==> src/rtl/steer_en_ctrl.sv <==
// Rider-presence / steering-enable controller: registered load cells, weight
// hysteresis, balance settle timer. Define STEER_DBNC_EN for step-off debounce.
module steer_en_ctrl #(
    parameter int              LD_W         = 12,
    parameter logic [LD_W-1:0] MIN_RIDER_WT = 12'h200,
    parameter logic [LD_W-1:0] WT_HYST      = 12'h040,
    parameter int              TMR_W        = 26,
    parameter int              SETTLE_CNT   = 65_000_000,
    parameter int              DBNC_CYC     = 1024
) (
    input  logic            clk,
    input  logic            rst,
    input  logic [LD_W-1:0] lft_ld,
    input  logic [LD_W-1:0] rght_ld,
    output logic            en_steer,
    output logic            rider_off,
    output logic [1:0]      steer_st,
    output logic            tmr_full
);

    localparam int PW = LD_W + 5;
    localparam logic [LD_W:0]      WT_ON    = (LD_W+1)'(MIN_RIDER_WT);
    localparam logic [LD_W:0]      WT_OFF   = (LD_W+1)'(MIN_RIDER_WT - WT_HYST);
    localparam logic [TMR_W-1:0]   TMR_LAST = TMR_W'(SETTLE_CNT - 1);

    typedef enum logic [1:0] {IDLE = 2'd0, WAIT = 2'd1, STEER_EN = 2'd2} st_t;

    st_t              state;
    logic [LD_W-1:0]  lft_q, rght_q;
    logic [LD_W:0]    sum;
    logic [LD_W-1:0]  diff;
    logic [PW-1:0]    sum_x, diff_x;
    logic [TMR_W-1:0] tmr;
    logic             sum_gt_min, sum_lt_min, diff_gt_1_4, diff_gt_15_16;
    logic             lt_exit;

    assign sum   = {1'b0, lft_q} + {1'b0, rght_q};
    assign diff  = (lft_q >= rght_q) ? (lft_q - rght_q) : (rght_q - lft_q);
    assign sum_x  = PW'(sum);
    assign diff_x = PW'(diff);

    assign sum_gt_min    = sum > WT_ON;
    assign sum_lt_min    = sum < WT_OFF;
    assign diff_gt_1_4   = (diff_x << 2) > sum_x;
    assign diff_gt_15_16 = (diff_x << 4) > ((sum_x << 4) - sum_x);

    assign tmr_full = (tmr == TMR_LAST);
    assign en_steer = (state == STEER_EN);
    assign steer_st = state;

`ifdef STEER_DBNC_EN
    localparam int DW = $clog2(DBNC_CYC + 1);
    logic [DW-1:0] dbnc_cnt;
    logic          st_move;

    assign lt_exit = sum_lt_min && (dbnc_cnt == DW'(DBNC_CYC - 1));
    // Any state change restarts the consecutive-light count.
    assign st_move = lt_exit
                   || (state == WAIT && !diff_gt_1_4 && tmr_full)
                   || (state == STEER_EN && diff_gt_15_16);

    always_ff @(posedge clk) begin
        if (rst)
            dbnc_cnt <= '0;
        else if (state == IDLE || !sum_lt_min || st_move)
            dbnc_cnt <= '0;
        else
            dbnc_cnt <= dbnc_cnt + 1'b1;
    end
`else
    assign lt_exit = sum_lt_min;
`endif

    always_ff @(posedge clk) begin
        if (rst) begin
            state     <= IDLE;
            tmr       <= '0;
            lft_q     <= '0;
            rght_q    <= '0;
            rider_off <= 1'b0;
        end else begin
            lft_q     <= lft_ld;
            rght_q    <= rght_ld;
            rider_off <= 1'b0;
            case (state)
                IDLE: begin
                    tmr <= '0;
                    if (sum_gt_min) state <= WAIT;
                end
                WAIT: begin
                    if (lt_exit) begin
                        state     <= IDLE;
                        rider_off <= 1'b1;
                        tmr       <= '0;
                    end else if (diff_gt_1_4) begin
                        tmr <= '0;
                    end else if (tmr_full) begin
                        state <= STEER_EN;
                        tmr   <= '0;
                    end else begin
                        tmr <= tmr + 1'b1;
                    end
                end
                STEER_EN: begin
                    tmr <= '0;
                    if (lt_exit) begin
                        state     <= IDLE;
                        rider_off <= 1'b1;
                    end else if (diff_gt_15_16) begin
                        state <= WAIT;
                    end
                end
                default: begin
                    state <= IDLE;
                    tmr   <= '0;
                end
            endcase
        end
    end

endmodule

==> config.mk <==
export PLATFORM = sky130hd
export DESIGN_NAME = steer_en_ctrl
export DESIGN_NICKNAME = d
export VERILOG_FILES = /design/src/rtl/steer_en_ctrl.sv
export SDC_FILE = /design/constraint.sdc
export NUM_CORES = 1
export LEC_CHECK = 0
export BUFFER_PORTS_ARGS = -buffer_cell sky130_fd_sc_hd__buf_2
export CORE_MARGIN = 8
export CORE_UTILIZATION = 42
export DETAILED_ROUTE_END_ITERATION = 8
export PLACE_DENSITY = 0.6
export SLEW_MARGIN = 5
export SYNTH_ARGS = -nofsm -noshare
export SYNTH_HDL_FRONTEND = slang
export SYNTH_SLANG_ARGS = --single-unit
export TNS_END_PERCENT = 10
==> constraint.sdc <==
create_clock -name clk -period 8.2 [get_ports clk]
set_input_delay 0.82 -clock clk [delete_from_list [all_inputs] [get_ports clk]]
set_output_delay 0.82 -clock clk [all_outputs]
set_load 0.02 [all_outputs]
==> impl_metrics.env, run 1 <==
export IMPL_synthArstFlopShare_pct=0
export IMPL_power_mw=1.04
export IMPL_grt_total_usage_pct=15.1
export IMPL_worstPathArrival_ns=6.11
export IMPL_finalHoldViolCount=0
export IMPL_die_x_um=126
export IMPL_slowest_stage="a2111oi_2"
export IMPL_grt_pass1_wl_um=20100
export IMPL_cts_tree="yes"
export IMPL_pre_cts_ws_ns=2.32
export IMPL_yosysMostFrequentCell="ha_1"
export IMPL_setup_viol=0
export IMPL_synthesis_area_um2=5110
export IMPL_yosys_warnings=0
export IMPL_syn_inst=613
export IMPL_area_delta_synth_final_pct=7.80
export IMPL_place_hpwl_um=9600
export IMPL_yosysTopAreaCell="dfxtp_1"
export IMPL_rr_startpoint="lft_q[1]"
export IMPL_synth_common_cells="69 x ha_1, 53 x dfxtp_1, 51 x inv_1, 46 x nor2_1, 38 x a21oi_1"
export IMPL_max_cap_violations=0
export IMPL_status="complete, no violations"
export IMPL_seq_area_frac_synth_pct=20.7
export IMPL_firstDrtPassIters=5
export IMPL_clockRootBuffer="clkbuf_16"
export IMPL_worst_pin_slew_ns=0.983
export IMPL_clk_latency_ns=0.30
export IMPL_final_layout_size_suffix_gt1_share_pct=10.6
export IMPL_drt_total_wl_um=12000
export IMPL_cp_start_kind="flop"
export IMPL_start_util_pct=42.8
export IMPL_port_buffers=30
export IMPL_post_route_period_util_pct=72.2
export IMPL_critPathMaxFanout=8
export IMPL_syn_area_per_cell_um2=8.34
export IMPL_fillers=1156
export IMPL_cp_required_ns=8.39
export IMPL_ctsHoldBuffers=0
export IMPL_end_kind="flop"
export IMPL_startpoint="lft_q[1]"
export IMPL_power_density_nw_per_um2=188
export IMPL_crit_chain="inv_1, ha_1, nand2b_1, a2111oi_2, or2_2, o2111a_1, inv_1, ha_1, a21oi_1, o211ai_1, a211oi_1, or3_1, xor2_1, ha_1, a21o_1, a21o_1, a21oi_1, nor2b_1, o21ai_0, o311ai_0, o21ai_0, o211ai_1, o211ai_1, mux2_2"
export IMPL_r2r_slack_ns=2.28
export IMPL_fin_crit_ns=5.92
export IMPL_fmax_mhz=169
export IMPL_yosysTopAreaCellShare_pct=20.7
export IMPL_cts_max_level=2
export IMPL_ctsResizeCount=0
export IMPL_min_path_type="reg2reg"
export IMPL_critical_path_top_delay_family="compound AO/OA/AOI/OAI gates"
export IMPL_wl_per_cell_um=15.4
export IMPL_setup_tns_final_ns=0
export IMPL_grt_max_degree=31
export IMPL_cts_sinks=53
export IMPL_drtIter0Drc=289
export IMPL_synth_edf_count=0
export IMPL_multi_input_area_um2=3760
export IMPL_cts_setup_buffers=0
export IMPL_ys_seq_elements=53
export IMPL_die_h_um=126
export IMPL_grt_antenna_before_repair=0
export IMPL_critPathBufInv=2
export IMPL_ff2ff_path_depth=24
export IMPL_seq_area_um2=1060
export IMPL_rsz0062_at_grt="false"
export IMPL_core_um2=12000
export IMPL_path_depth=24
export IMPL_critical_path_class="reg2reg"
export IMPL_slew_headroom_pct=33.6
export IMPL_peakVddDrop_mv=0.0988
export IMPL_clock_path_buffers=2
export IMPL_placed_area_um2=5360
export IMPL_syn_nets=711
export IMPL_antenna_diode_count=0
export IMPL_p_leak_nw=2.36
export IMPL_whs_ns=0.476
export IMPL_grt_pass1_vias=4270
export IMPL_num_nets_final=730
export IMPL_slowest_delay_ns=0.51
export IMPL_rows=40
export IMPL_drc=0
export IMPL_gp_congestion=0.922
export IMPL_io_pins=31
export IMPL_clk_pin_slew_ns=0.07
export IMPL_die_area_um2=16000
export IMPL_min_path_cells=1
export IMPL_overflow=0
export IMPL_design_area_um2=5510
export IMPL_synth_cell_types=69
export IMPL_viasPerCell=5.65
export IMPL_vias=4405
export IMPL_worstHoldStart="tmr[0]"
export IMPL_ant_nets=0
export IMPL_cts_buffers=5
export IMPL_synth_top_flop_cell="dfxtp_1"
export IMPL_postLayoutSetupSlackWorst_ns=2.28
export IMPL_drv_slew=0
export IMPL_synth_area_top_cells="dfxtp_1 21%, ha_1 17%, xnor2_1 5.8%"
export IMPL_skew_ns=0.00378
[final timing paths]
check,endpoint
worst max-delay path,steer_st[1]
worst min-delay path,tmr[0]
worst max register to register,steer_st[1]
worst min register to register,tmr[0]
[placed cells by master (no fill, tap or decap), types with 3 or more instances in the layout]
cell | Yosys | final
o21bai_1 | 3 | 3
o41ai_1 | 4 | 4
or3_1 | 7 | 7
inv_1 | 51 | 51
nor2b_1 | 34 | 34
nor4_1 | 3 | 3
xor2_1 | 23 | 23
and3_1 | 6 | 6
o211ai_1 | 9 | 9
clkbuf_16 | 0 | 5
xnor3_1 | 4 | 4
dfxtp_1 | 53 | 53
nor3b_1 | 4 | 4
mux2_2 | 3 | 3
a21o_1 | 19 | 19
nor3_1 | 12 | 12
a31oi_1 | 6 | 6
nor4b_1 | 3 | 3
o21ai_0 | 14 | 14
mux2i_1 | 7 | 7
fa_1 | 3 | 3
buf_2 | 6 | 30
nand2b_1 | 12 | 12
a211oi_1 | 6 | 6
nand3_1 | 24 | 24
nor2_1 | 46 | 46
nand4_1 | 9 | 9
and2_1 | 3 | 3
nand2_1 | 30 | 30
nor2_4 | 8 | 8
xnor2_1 | 34 | 34
ha_1 | 69 | 69
a21oi_1 | 38 | 38
[flip-flops by register name, summed over array words and instances (netlist names)]
register,count
tmr,26
lft_q,12
rght_q,12
steer_st,2
rider_off,1
[where the power goes]
part           total [mW]  internal (mW)  leakage [nW]  switching [mW]
Combinational       0.540          0.230          1.86           0.311
Sequential          0.278          0.268         0.434         0.00944
Clock               0.219          0.115        0.0680           0.103
[cell families after synthesis]
group / after synthesis / synth area share (%)
mux: 11 / 2.32
compound gates: 129 / 18.1
buf+inv: 72 / 5.72
simple gates: 214 / 23.2
flops: 53 / 20.7
fa+ha+maj: 72 / 18.1
xor+xnor: 62 / 11.8
[stage by stage]
| stage | util [%] | std cells |
|---|---|---|
| detailed placement | 44.8 | 772 |
| finish | 46.1 | 780 |
| floorplan | - | 613 |
| global placement | 44.8 | 772 |
| CTS | 46.1 | 780 |
| global route | 46.1 | 780 |
[per-layer routing]
layer	track usage [%]	share of wire, %	vias to the layer above
met5	0	0	-
met1	19.8	49	2076
met2	24.4	45	107
met4	6.58	2.8	0
met3	2.01	3.3	27
li1	-	-	2195
[final cells by class]
class                           instances  share of cell area (%)
Timing Repair Buffer                   31                    2.86
Tap cell                              147                    3.34
Multi-Input combinational cell        488                    68.2
Clock inverter                          3                   0.477
Inverter                               53                    3.61
Sequential cell                        53                    19.2
Clock buffer                            5                    2.27
Power figures use the tool's default switching activity.
==> run 2: changes to the inputs <==
- clock period: 8.2 -> 5.49 ns (I/O delays scaled with it)
==> run 2 against run 1 <==
Compared with the run above: worst hold slack worse by 0.029 ns; register-to-register slack worse by 2.0 ns; total power rose by 60%; largest cell class unchanged; clock skew up 0.0089 ns; setup slack worse by 2.0 ns; non-clock buffer count up 27; wire length is 7.4% higher.
==> impl_metrics.env, run 2 (synthesized netlist as in run 1, its figures left out) <==
export IMPL_status="complete, no violations"
export IMPL_cts_sinks=53
export IMPL_p_leak_nw=2.58
export IMPL_power_density_nw_per_um2=279
export IMPL_seqPwrFrac_pct=25.1
export IMPL_power_mw=1.65
export IMPL_drc=0
export IMPL_r2r_slack_ns=0.29
export IMPL_critical_path_class="reg2reg"
export IMPL_p_int_mw=0.976
export IMPL_ant_nets=0
export IMPL_largest_register="tmr"
export IMPL_final_layout_size_suffix_gt1_share_pct=18.8
export IMPL_mostFrequentLayoutCells="67 x ha_1, 48 x inv_1, 48 x dfxtp_1, 45 x nor2_1, 35 x a21oi_1"
export IMPL_clock_path_buffers=2
export IMPL_worst_pin_slew_ns=0.956
export IMPL_critPathBufInv=3
export IMPL_layout_commonest_cell="ha_1"
export IMPL_area_delta_synth_final_pct=15.9
export IMPL_startpoint="lft_q[2]"
export IMPL_path_depth=26
export IMPL_finalHoldViolCount=0
export IMPL_critical_path_top_delay_family="compound AO/OA/AOI/OAI gates"
export IMPL_reg_top3="tmr x26, lft_q x12, rght_q x12"
export IMPL_cp_start_kind="flop"
export IMPL_largest_reg_flops=26
export IMPL_viasPerCell=5.49
export IMPL_die_area_um2=16000
export IMPL_slowest_stage="mux2_2"
export IMPL_end_kind="flop"
export IMPL_cts_buffers=5
export IMPL_grt_pass1_vias=4435
export IMPL_antenna_diode_count=0
export IMPL_num_nets_final=757
export IMPL_peakVddDrop_mv=0.189
export IMPL_instances_no_fill=807
export IMPL_drtIter0Drc=273
export IMPL_reg2reg_to="steer_st[1]"
export IMPL_max_cap_violations=0
export IMPL_postLayoutSetupSlackWorst_ns=0.285
export IMPL_grt_total_usage_pct=16.0
export IMPL_start_util_pct=42.8
export IMPL_whs_ns=0.447
export IMPL_cts_max_level=2
export IMPL_swShare_pct=41.0
export IMPL_port_buffers=30
export IMPL_post_route_period_util_pct=94.8
export IMPL_grt_max_degree=31
export IMPL_clockRootBuffer="clkbuf_16"
export IMPL_fin_crit_ns=5.20
export IMPL_place_hpwl_um=10200
export IMPL_ff2ff_path_depth=26
export IMPL_vias=4430
export IMPL_die_x_um=126
export IMPL_drt_total_wl_um=12900
export IMPL_worstPathArrival_ns=5.39
export IMPL_clkPwrFrac_pct=19.4
export IMPL_slowest_delay_ns=0.36
export IMPL_grt_pass1_wl_um=21200
export IMPL_io_pins=31
export IMPL_rows=40
export IMPL_core_um2=12000
export IMPL_cts_tree="yes"
export IMPL_drv_slew=0
export IMPL_comb_power_share_pct=55.5
export IMPL_firstDrtPassIters=6
export IMPL_critPathMaxFanout=7
export IMPL_crit_end="steer_st[1]"
export IMPL_gp_congestion=0.952
export IMPL_rr_startpoint="lft_q[2]"
export IMPL_min_path_type="in2reg"
export IMPL_dpl_cell_count=794
export IMPL_clk_pin_slew_ns=0.08
export IMPL_fmax_mhz=192
export IMPL_setup_viol=0
export IMPL_clk_latency_ns=0.30
export IMPL_slew_headroom_pct=35.5
export IMPL_skew_ns=0.0127
export IMPL_cp_required_ns=5.68
export IMPL_power_switching_mw=0.678
export IMPL_die_h_um=126
export IMPL_wl_per_cell_um=16.0
export IMPL_grt_antenna_before_repair=0
export IMPL_overflow=0
export IMPL_pre_cts_ws_ns=0.0776
[run 2: metrics by stage]
step,setup TNS [ns],util [%],instance area (µm²)
after CTS,0,47.5,5680
after detailed placement,0,46.3,5540
after floorplan,0,-,5110
final,0,49.6,5930
after global placement,0,46.3,5540
after global routing,-0.0442,49.6,5930
[run 2: timing repair]
item                                    in CTS  in global routing
resized for setup                            0                 41
hold buffers                                 0                  0
setup buffers                                0                  5
endpoints found under the setup margin       0                  2
[run 2: worst min-delay path by stage]
stage                    start   endpoint  slack, ns  cells after the start
finish              rght_ld[6]  rght_q[6]       0.45                      2
global route         lft_ld[2]   lft_q[2]       0.45                      2
CTS                 rght_ld[6]  rght_q[6]       0.45                      2
detailed placement      tmr[0]     tmr[0]       0.47                      1
global placement        tmr[0]     tmr[0]       0.45                      1
floorplan               tmr[0]     tmr[0]       0.44                      1
[run 2: routing by layer]
layer	up-vias	global-route usage (%)	share of wire (%)
li1	2239	-	-
met4	0	4.03	1.2
met2	94	26.6	47
met3	15	2.30	3.4
met1	2082	21.3	48
met5	-	0	0
[run 2: area by class of cell]
cell class                 instances  area [µm²]
inverter                          53         199
clock inverter                     2        13.8
multi-input combinational        488        3960
tap                              147         184
timing repair buffer              58         377
sequential                        53        1070
clock buffer                       6         129
fill                            1142        6030
[run 2: power groups by stage]
stage	clock network, mW	registers, mW	logic (mW)
6_report	0.322	0.415	0.918
5_1_grt	0.346	0.419	1.01
2_1_floorplan	0	0.429	0.615
3_5_place_dp	0	0.424	0.836
3_3_place_gp	0	0.423	0.829
4_1_cts	0.334	0.415	0.844
